==> src/rtl/probe_cmd_st_if.sv <==
// rtl/probe_cmd_st_if.sv - key-strobe inputs and probe-state outputs of probe_cmd_st
interface probe_cmd_st_if #(
   parameter int ST_W = 4
);
   logic [7:0]      ASCII;
   logic            ASCII_EN;
   logic            K_ENTER;
   logic            K_ESC;
   logic [ST_W-1:0] PRB_ST;
   logic            CLR_XPOS;
   logic            SEL_STB;
   logic [ST_W-1:0] SEL_IDX;
   logic            TIMEOUT;

   // keyboard-decoder side: drives key strobes, observes probe state
   modport master (
      output ASCII, ASCII_EN, K_ENTER, K_ESC,
      input  PRB_ST, CLR_XPOS, SEL_STB, SEL_IDX, TIMEOUT
   );

   // state-machine side
   modport slave (
      input  ASCII, ASCII_EN, K_ENTER, K_ESC,
      output PRB_ST, CLR_XPOS, SEL_STB, SEL_IDX, TIMEOUT
   );
endinterface

==> src/rtl/probe_cmd_st.sv <==
// rtl/probe_cmd_st.sv - keyboard probe command FSM; PROBE_CASE_FOLD_EN folds lowercase keys
module probe_cmd_st #(
   parameter int         NUM_MODES     = 3,
   parameter int         ST_W          = 4,
   parameter logic [7:0] BASE_CHAR     = 8'h41,
   parameter int         ONESHOT_MODES = 1,
   parameter int         TO_W          = 24,
   parameter int         TIMEOUT_CYC   = 0
) (
   input  logic          CLK,
   input  logic          RST,
   probe_cmd_st_if.slave bus
);

   typedef enum logic [ST_W-1:0] {
      ST_IDLE  = ST_W'(0),
      ST_ARMED = ST_W'(1)
   } st_e;

   localparam logic [ST_W-1:0] ST_LAST  = ST_W'(NUM_MODES + 1);
   localparam logic [ST_W-1:0] ST_CLR   = ST_W'(2);
   localparam logic [ST_W-1:0] N_ONESHOT = ST_W'(ONESHOT_MODES);
   localparam logic [TO_W-1:0] TO_LAST  = TO_W'((TIMEOUT_CYC == 0) ? 0 : TIMEOUT_CYC - 1);
   localparam logic [8:0]      HIT_END  = 9'(BASE_CHAR) + 9'(NUM_MODES);

   logic [ST_W-1:0] st;
   logic [ST_W-1:0] sel_idx;
   logic            clr_xpos;
   logic            sel_stb;
   logic            timeout;
   logic            mode_new;
   logic [TO_W-1:0] cnt;

   logic [7:0]      ascii_f;
   logic [7:0]      diff;
   logic            hit;
   logic [ST_W-1:0] idx;
   logic [ST_W-1:0] mode;

   // key decode: optional case fold, then range match against the mode keys
   always_comb begin
      ascii_f = bus.ASCII;
`ifdef PROBE_CASE_FOLD_EN
      if (bus.ASCII >= 8'h61 && bus.ASCII <= 8'h7A)
         ascii_f = bus.ASCII & 8'hDF;
`endif
      diff = ascii_f - BASE_CHAR;
      idx  = ST_W'(diff);
      hit  = bus.ASCII_EN && (ascii_f >= BASE_CHAR) && ({1'b0, ascii_f} < HIT_END);
      mode = st - ST_W'(2);
   end

   // state transitions, arm timeout counter and all registered outputs
   always_ff @(posedge CLK or posedge RST) begin
      if (RST) begin
         st       <= ST_IDLE;
         sel_idx  <= '0;
         clr_xpos <= 1'b0;
         sel_stb  <= 1'b0;
         timeout  <= 1'b0;
         mode_new <= 1'b0;
         cnt      <= '0;
      end else begin
         clr_xpos <= (st == ST_CLR);
         sel_stb  <= mode_new;
         mode_new <= 1'b0;
         timeout  <= 1'b0;
         if (st == ST_IDLE) begin
            if (bus.K_ENTER) begin
               st  <= ST_ARMED;
               cnt <= '0;
            end
         end else if (st == ST_ARMED) begin
            if (bus.K_ESC) begin
               st <= ST_IDLE;
            end else if (hit) begin
               st       <= idx + ST_W'(2);
               sel_idx  <= idx;
               mode_new <= 1'b1;
            end else if (TIMEOUT_CYC != 0 && cnt == TO_LAST) begin
               st      <= ST_IDLE;
               timeout <= 1'b1;
            end else if (cnt != '1) begin
               cnt <= cnt + TO_W'(1);
            end
         end else if (st <= ST_LAST) begin
            // one-shot modes last a single cycle; persistent ones wait for Esc or a new key
            if (mode < N_ONESHOT) begin
               st <= ST_IDLE;
            end else if (bus.K_ESC) begin
               st <= ST_IDLE;
            end else if (hit) begin
               st       <= idx + ST_W'(2);
               sel_idx  <= idx;
               mode_new <= 1'b1;
            end
         end else begin
            st <= ST_IDLE;
         end
      end
   end

   assign bus.PRB_ST   = st;
   assign bus.SEL_IDX  = sel_idx;
   assign bus.CLR_XPOS = clr_xpos;
   assign bus.SEL_STB  = sel_stb;
   assign bus.TIMEOUT  = timeout;

endmodule

==> src/flat_wrapper.sv <==
// flat-port wrapper written by rule: the top's interface ports become plain ports
module probe_cmd_st_flat 
#(
   parameter int         NUM_MODES     = 3,
   parameter int         ST_W          = 4,
   parameter logic [7:0] BASE_CHAR     = 8'h41,
   parameter int         ONESHOT_MODES = 1,
   parameter int         TO_W          = 24,
   parameter int         TIMEOUT_CYC   = 0
)
  (CLK, RST, bus_ASCII, bus_ASCII_EN, bus_K_ENTER, bus_K_ESC, bus_PRB_ST, bus_CLR_XPOS, bus_SEL_STB, bus_SEL_IDX, bus_TIMEOUT);
  probe_cmd_st_if #(.ST_W(ST_W)) bus_i ();
  input  logic CLK;
  input  logic RST;
  input wire logic [$bits(bus_i.ASCII)-1:0] bus_ASCII;
  input wire logic [$bits(bus_i.ASCII_EN)-1:0] bus_ASCII_EN;
  input wire logic [$bits(bus_i.K_ENTER)-1:0] bus_K_ENTER;
  input wire logic [$bits(bus_i.K_ESC)-1:0] bus_K_ESC;
  output wire logic [$bits(bus_i.PRB_ST)-1:0] bus_PRB_ST;
  output wire logic [$bits(bus_i.CLR_XPOS)-1:0] bus_CLR_XPOS;
  output wire logic [$bits(bus_i.SEL_STB)-1:0] bus_SEL_STB;
  output wire logic [$bits(bus_i.SEL_IDX)-1:0] bus_SEL_IDX;
  output wire logic [$bits(bus_i.TIMEOUT)-1:0] bus_TIMEOUT;
  assign bus_i.ASCII = bus_ASCII;
  assign bus_i.ASCII_EN = bus_ASCII_EN;
  assign bus_i.K_ENTER = bus_K_ENTER;
  assign bus_i.K_ESC = bus_K_ESC;
  assign bus_PRB_ST = bus_i.PRB_ST;
  assign bus_CLR_XPOS = bus_i.CLR_XPOS;
  assign bus_SEL_STB = bus_i.SEL_STB;
  assign bus_SEL_IDX = bus_i.SEL_IDX;
  assign bus_TIMEOUT = bus_i.TIMEOUT;
  probe_cmd_st #(.NUM_MODES(NUM_MODES), .ST_W(ST_W), .BASE_CHAR(BASE_CHAR), .ONESHOT_MODES(ONESHOT_MODES), .TO_W(TO_W), .TIMEOUT_CYC(TIMEOUT_CYC)) u_core (.CLK(CLK), .RST(RST), .bus(bus_i));
endmodule
==> config.mk <==
export PLATFORM = sky130hd
export DESIGN_NAME = probe_cmd_st_flat
export DESIGN_NICKNAME = d
export VERILOG_FILES = /design/src/rtl/probe_cmd_st_if.sv /design/src/rtl/probe_cmd_st.sv /design/src/flat_wrapper.sv
export SDC_FILE = /design/constraint.sdc
export NUM_CORES = 1
export LEC_CHECK = 0
export BUFFER_PORTS_ARGS = -buffer_cell sky130_fd_sc_hd__buf_2
export CORE_AREA = 8 8 45 47
export DETAILED_ROUTE_END_ITERATION = 12
export DIE_AREA = 0 0 53 55
export PLACE_DENSITY = 0.81
export SYNTH_ARGS = -nofsm -noshare
export SYNTH_HDL_FRONTEND = slang
export SYNTH_SLANG_ARGS = --single-unit
export TNS_END_PERCENT = 50
==> constraint.sdc <==
create_clock -name CLK -period 4.6 [get_ports CLK]
set_input_delay 0.23 -clock CLK [delete_from_list [all_inputs] [get_ports CLK]]
set_output_delay 0.23 -clock CLK [all_outputs]
set_load 0.05 [all_outputs]
==> results of run 1 <==
## power by group
part	leakage (nW)	internal (mW)	switching, mW
registers	0.152	0.0991	0.00277
clock network	0.0150	0.0335	0.0304
logic	0.261	0.0145	0.0242
## timing repair
action | CTS | global route
endpoints found under the hold margin | 11 | 0
buffers inserted | 0 | 0
hold buffers | 1 | 0
## through the flow
step | area (µm²) | worst slack (ps) | power (mW) | cells | hold WS [ps]
2_1_floorplan | 628.1 | 2162 | 0.1304 | 54 | 82.44
4_1_cts | 775.7 | 2388 | 0.2083 | 95 | 167.8
6_report | 775.7 | 2392 | 0.2045 | 95 | 170.8
3_5_place_dp | 739.5 | 2411 | 0.1422 | 90 | 238.7
5_1_grt | 775.7 | 2233 | 0.2170 | 95 | 176.2
3_3_place_gp | 739.5 | 2447 | 0.1412 | 90 | 227.3
## kinds of logic after synthesis
logic type,count (synthesis)
adders and majority gates,5
xor gates and xnor gates,3
AOI/OAI and AO/OA,3
other,1
buffers and inverters,10
muxes,7
DFF,11
and+or+nand+nor,14
## final cells by class
type	instances	area share (%)
Clock buffer	4	3.387
Inverter	8	3.871
Multi-Input combinational cell	33	39.19
Sequential cell	11	35.48
Tap cell	16	2.581
Timing Repair Buffer	23	15.48
## cell usage after synthesis (2+ instances only)
library cell / count
dfrtp_1: 11
ha_1: 5
inv_1: 8
mux2_4: 4
mux2i_1: 3
nand2_1: 2
nor2_1: 4
o21ai_0: 2
xor2_1: 2
## worst max-delay path, delay by kind of cell, from the launching register on
kind                       cells  cell delay [ps]
adders and majority gates      1              270
buffers and inverters          1               90
DFF                            1              430
muxes                          1              320
and+or+nand+nor                3              980
## per-layer routing
layer | vias to the layer above | global-route usage [%]
met3 | 4 | 2.941
li1 | 226 | -
met5 | - | 0
met1 | 208 | 12.21
met4 | 0 | 6.466
met2 | 24 | 17.58
## flip-flops by register name, indices dropped and copies added, names as in the netlist
register and count:
u_core.bus.CLR_XPOS 1, u_core.mode_new 1, u_core.bus.SEL_IDX 4, u_core.bus.SEL_STB 1
u_core.bus.PRB_ST 4
## worst max-delay path by stage
stage	depth (start not counted)	end	startpoint
6_report	6	u_core.bus.SEL_IDX[2]$_DFFE_PP0P_	u_core.bus.PRB_ST[2]$_DFFE_PP0P_
5_1_grt	6	u_core.bus.SEL_IDX[2]$_DFFE_PP0P_	u_core.bus.PRB_ST[2]$_DFFE_PP0P_
4_1_cts	6	u_core.bus.SEL_IDX[2]$_DFFE_PP0P_	u_core.bus.PRB_ST[2]$_DFFE_PP0P_
3_5_place_dp	6	u_core.bus.SEL_IDX[2]$_DFFE_PP0P_	u_core.bus.PRB_ST[2]$_DFFE_PP0P_
3_3_place_gp	6	u_core.bus.SEL_IDX[2]$_DFFE_PP0P_	u_core.bus.PRB_ST[2]$_DFFE_PP0P_
2_1_floorplan	7	u_core.bus.SEL_IDX[0]$_DFFE_PP0P_	u_core.bus.PRB_ST[2]$_DFFE_PP0P_
==> results.txt, run 1 <==
Synth Area in Simple Gates = 13.35%
Final Util = 56.06%
Worst Hold Class = in2reg
Worst EP required = 4750 ps
Crit path max fanout = 7
RD Place Congestion = 0.7395
Most common cell after layout, fill and taps aside = buf_2
Most frequent cells in the layout = buf_2 (22), dfrtp_1 (11), inv_1 (8)
CTS Sinks = 11
Starting Density = 45.39%
Top layer reached by signal wires = met4
Crit path DAT = 2360 ps
Critical path, cell by cell = inv_1, ha_1, or4b_2, nand4_1, nand2b_2, mux2_4
Clk_skew = 3.007 ps
Synth Instances = 54
IO Count = 24
Post-synth EDFFs = 0
Grt ovf = 0
Total track usage = 10.71%
Setup TNS = 0 ps
Power Dens Cells = 263.7 mW/mm²
Horiz. Die Dim = 53 µm
Adder-Cell Fraction of Synth Area = 9.960%
Die Height = 55 µm
Period minus WS final = 2208 ps
Vias in the first global route = 524
Post-synth cell types = 22
Diodes inserted = 0
Post-synth ARST share = 100.0%
Syn_nets = 72
Synthesized flop and latch total = 11
ANT nets after route = 0
Slowest cell delay on critical path = 580 ps
Final Max Tran Viols = 0
Initial antenna violation count = 0
Nets = 98
Rows = 14
R2r startpoint = u_core.bus.PRB_ST[2]$_DFFE_PP0P_
Synth area leader = dfrtp_1
DR iter-0 viols = 3
Hold_sp = bus_K_ENTER
Share of cells above drive strength 1 = 41.77%
Detailed-route DRC error count = 0
Critical R2R Capture = u_core.bus.SEL_IDX[2]$_DFFE_PP0P_
Hold worst-path end = u_core.bus.PRB_ST[0]$_DFFE_PP0P_
Fillcell total = 130
Resized Gates After CTS = 0
Synth Area in Compound Gates = 5.976%
Global-route wire length before repair = 2.270 mm
Final Cycle Share = 48.01%
Critical Path Start Type = flip-flop
Vias = 462
Synth Area in XOR/XNOR = 4.183%
# port buffers = 22
CTS tree = built
Mux cell area share after synthesis = 14.34%
F_max = 452.8 MHz
Clk slew on worst S/H paths = 70 ps
Critical path's slowest cell = or4b_2
Largest net degree at the start of global routing = 12
Post-synthesis cell area = 628.1 µm²
Core Region = 0.001384 mm²
Die area = 0.002915 mm²
Register area = 275.3 µm²
Root Buffer = clkbuf_4
Final hold vios = 0
Post-detail-place hpwl = 1.032 mm
CTS Buffer Depth = 2
Area contributors post-synth = dfrtp_1 (44%), ha_1 (10%), mux2_4 (9.6%)
Largest family of logic cells by synthesized area = multiplexers
Post-Route WL = 1.284 mm
Routed wl met2 = 574 µm
WL per Instance = 13.52 µm
Top-area cell type share of the netlist area = 43.82%
Num CTS Buffers = 3
Metal-1 WL = 551 µm
Critical path type = reg2reg
Unrepaired setup endpoints after global routing = no
Synth Warn # = 0
Area growth syn-to-layout = 23.51%
P_leak = 0.4280 nW
First-pass DRT Iterations = 3
Max Cap Violations = 0
Flop-to-flop setup slack = 2390 ps
H-Tree Depth = 1
Status = completed
Hold Path Stages = 3
Ys flop type = dfrtp_1
Met3 wire len = 128 µm
Worst-Skew Late Latency = 260 ps
Finish-stage setup viols = 0
Syn Area/Cell = 11.63 µm²
Multi-input logic area = 304.0 µm²
Avg Vias per Cell = 4.863
Reg2reg path depth = 6
Peak VDD IR = 0.0001136 V
Register area share after synthesis = 43.82%
CP endpoint kind = flip-flop
No activity file was read; power rests on OpenSTA's default activity.
==> run 2, diff against run 1 <==
--- a/config.mk
+++ b/config.mk
@@ -5,11 +5,12 @@
 export SDC_FILE = /design/constraint.sdc
 export NUM_CORES = 1
 export LEC_CHECK = 0
+export ABC_AREA = 1
 export BUFFER_PORTS_ARGS = -buffer_cell sky130_fd_sc_hd__buf_2
-export CORE_AREA = 8 8 45 47
+export CORE_MARGIN = 8
+export CORE_UTILIZATION = 48
 export DETAILED_ROUTE_END_ITERATION = 12
-export DIE_AREA = 0 0 53 55
-export PLACE_DENSITY = 0.81
+export PLACE_DENSITY = 0.8
 export SYNTH_ARGS = -nofsm -noshare
 export SYNTH_HDL_FRONTEND = slang
 export SYNTH_SLANG_ARGS = --single-unit
==> constraint.sdc (replaced) <==
create_clock -name CLK -period 2.2 [get_ports CLK]
set_input_delay 0.11 -clock CLK [delete_from_list [all_inputs] [get_ports CLK]]
set_output_delay 0.11 -clock CLK [all_outputs]
set_load 0.05 [all_outputs]
==> run 2 against run 1 <==
Against the previous run: global-route usage decreased by 0.31 points; register-to-register slack lost 1700 ps; wire length increased by 21%; die area is 5.8% higher; via count rose by 36%; clock skew up 1.2 ps; worst hold slack worse by 62 ps; critical endpoint is now u_core.bus.SEL_IDX[3]$_DFFE_PP0P_; largest cell class unchanged; sequential share of layout area fell by 5.2 points.
==> results.txt, run 2 <==
Critical path, cell by cell = inv_1, ha_1, nand2_1, nor2_1, nand2_2, nand2_4, nor2_8, nand2_4, nand2_1, nand2_1
Grt ovf = 0
Synth Area in Simple Gates = 42.83%
Synth top cells by count = nand2_1 (24), inv_1 (12), dfrtp_1 (11), nand3_1 (10), ha_1 (5)
Crit path DAT = 1690 ps
Synth Area in Compound Gates = 1.333%
Hold_sp = bus_K_ENTER
ANT nets after route = 0
Unrepaired setup endpoints after global routing = no
Largest net degree at the start of global routing = 12
Synth Area in XOR/XNOR = 1.167%
Critical path type = reg2reg
Fillcell total = 135
Register area share after synthesis = 36.67%
Post-synth ARST share = 100.0%
Initial antenna violation count = 0
Worst Hold Class = in2reg
Reg2reg path depth = 10
Crit path max fanout = 6
Syn Area/Cell = 8.250 µm²
Die Height = 55.55 µm
First-pass DRT Iterations = 6
RD Place Congestion = 0.7536
Top-area cell type share of the netlist area = 36.67%
Power Dens Cells = 498.1 mW/mm²
Avg Vias per Cell = 4.722
F_max = 648.4 MHz
Hold Path Stages = 3
Final Cycle Share = 70.10%
Synth area leader = dfrtp_1
H-Tree Depth = 1
Worst slack, placed = 721.2 ps
P_leak = 0.5517 nW
Clk_skew = 4.220 ps
Die area = 0.003085 mm²
Ys flop type = dfrtp_1
Critical path's slowest cell = dfrtp_1
Adder-Cell Fraction of Synth Area = 8.333%
Setup TNS = 0 ps
Nets = 136
Horiz. Die Dim = 55.55 µm
Cell family with most CP delay = simple AND/OR/NAND/NOR gates
DR iter-0 viols = 13
Worst EP required = 2350 ps
Total stage count of the critical path = 10
Max Cap Violations = 0
Share of cells above drive strength 1 = 35.90%
Critical Path Start Type = flip-flop
Total track usage = 10.40%
Area contributors post-synth = dfrtp_1 (37%), nand2_1 (12%), ha_1 (8.3%)
CP endpoint kind = flip-flop
Syn_nets = 109
Diodes inserted = 0
Setup crit start = u_core.bus.PRB_ST[1]$_DFFE_PP0P_
Most common cell after layout, fill and taps aside = nand2_1
Largest family of logic cells by synthesized area = simple AND/OR/NAND/NOR gates
Synthesized flop and latch total = 11
Post-synth cell types = 20
CTS Sinks = 11
Most used cell, CP = nand2_1
Post-synthesis cell area = 750.7 µm²
Global-route wire length before repair = 2.787 mm
Most frequent cells in the layout = nand2_1 (24), buf_2 (22), inv_1 (12)
Period minus WS final = 1542 ps
Mux cell area share after synthesis = 0%
Crit path buffers/inverters = 1
Final hold vios = 0
Slowest cell delay on critical path = 440 ps
Clk slew on worst S/H paths = 70 ps
WL per Instance = 11.68 µm
Rows = 14
Synth Instances = 91
Status = completed
IO Count = 24
Root Buffer = clkbuf_4
Detailed-route DRC error count = 0
Num CTS Buffers = 3
Area growth syn-to-layout = 21.17%
Peak VDD IR = 0.0002028 V
Final WS setup = 657.7 ps
Vias in the first global route = 692
Vias = 628
Worst-Skew Late Latency = 260 ps
Post-Route WL = 1.554 mm
CTS Buffer Depth = 2
R2r startpoint = u_core.bus.PRB_ST[1]$_DFFE_PP0P_
Most frequent cell after synthesis = nand2_1
Final Max Tran Viols = 0
CTS tree = built
Starting Density = 50.42%
Post-detail-place hpwl = 1.296 mm
Finish-stage setup viols = 0
Post-synth EDFFs = 0
Core Region = 0.001489 mm²
# port buffers = 22
Synth Warn # = 0
## run 2: cell count changes in the layout (fill, tap and decap cells not counted), sizes merged, moves of 2 or more
cell | before | now
a21oi | 0 | 2
inv | 8 | 14
mux2 | 4 | 0
mux2i | 3 | 0
nand2 | 2 | 31
nand3 | 0 | 10
nand3b | 0 | 4
nor2 | 4 | 9
o21ai | 2 | 0
## run 2: final cells by class
cell class | count | area [µm²] | area share, %
timing repair buffer | 23 | 120.1 | 13.20
sequential | 11 | 275.3 | 30.26
multi-input combinational | 64 | 406.6 | 44.70
tap | 16 | 20.02 | 2.201
inverter | 15 | 61.31 | 6.740
clock buffer | 4 | 26.28 | 2.889
## run 2: tightest hold or removal path: stages
cell     delay (ps)
buf_2            80
nand3_1          70
nand2_1          80
## run 2: path summary, 6_finish.rpt
path	slack, ps	to
max	660	u_core.bus.SEL_IDX[3]$_DFFE_PP0P_
max reg2reg	660	u_core.bus.SEL_IDX[3]$_DFFE_PP0P_
min	110	u_core.bus.PRB_ST[0]$_DFFE_PP0P_
min reg2reg	360	u_core.bus.SEL_STB$_DFF_PP0_
min in group asynchronous	370	u_core.bus.PRB_ST[0]$_DFFE_PP0P_
max in group asynchronous	1540	u_core.bus.SEL_IDX[2]$_DFFE_PP0P_
## run 2: through the flow
stage	total power [mW]	cells	cell area [µm²]	utilization [%]	hold WS, ps
after global placement	0.3148	128	873.3	58.66	108.5
after global routing	0.4721	133	909.6	61.09	115.7
final	0.4531	133	909.6	61.09	109.2
after floorplan	0.2905	91	750.7	-	-37.56
after detailed placement	0.3193	128	873.3	58.66	118.6
after CTS	0.4534	133	909.6	61.09	105.7
## run 2: logic make-up after synthesis
group / Yosys count
simple gates: 55
buf+inv: 16
flops: 11
fa+ha+maj: 5
compound gates: 2
xor+xnor: 1
other cells: 1
## run 2: power breakdown
part           total (mW)  switching [mW]  internal (mW)
Clock               0.137          0.0671         0.0700
Sequential          0.212         0.00426          0.207
Combinational       0.104          0.0699         0.0345
## run 2: timing repair
item	in CTS	in global routing
hold buffers	1	0
resized for setup	0	0
buffers inserted	0	0
hold endpoints to repair	11	0
## run 2: routing by layer
layer	vias up	track usage, %	wire [µm]
li1	328	-	-
met5	-	0	0
met4	0	4.225	0
met1	281	11.05	678
met2	19	19.39	804
met3	0	1.826	71
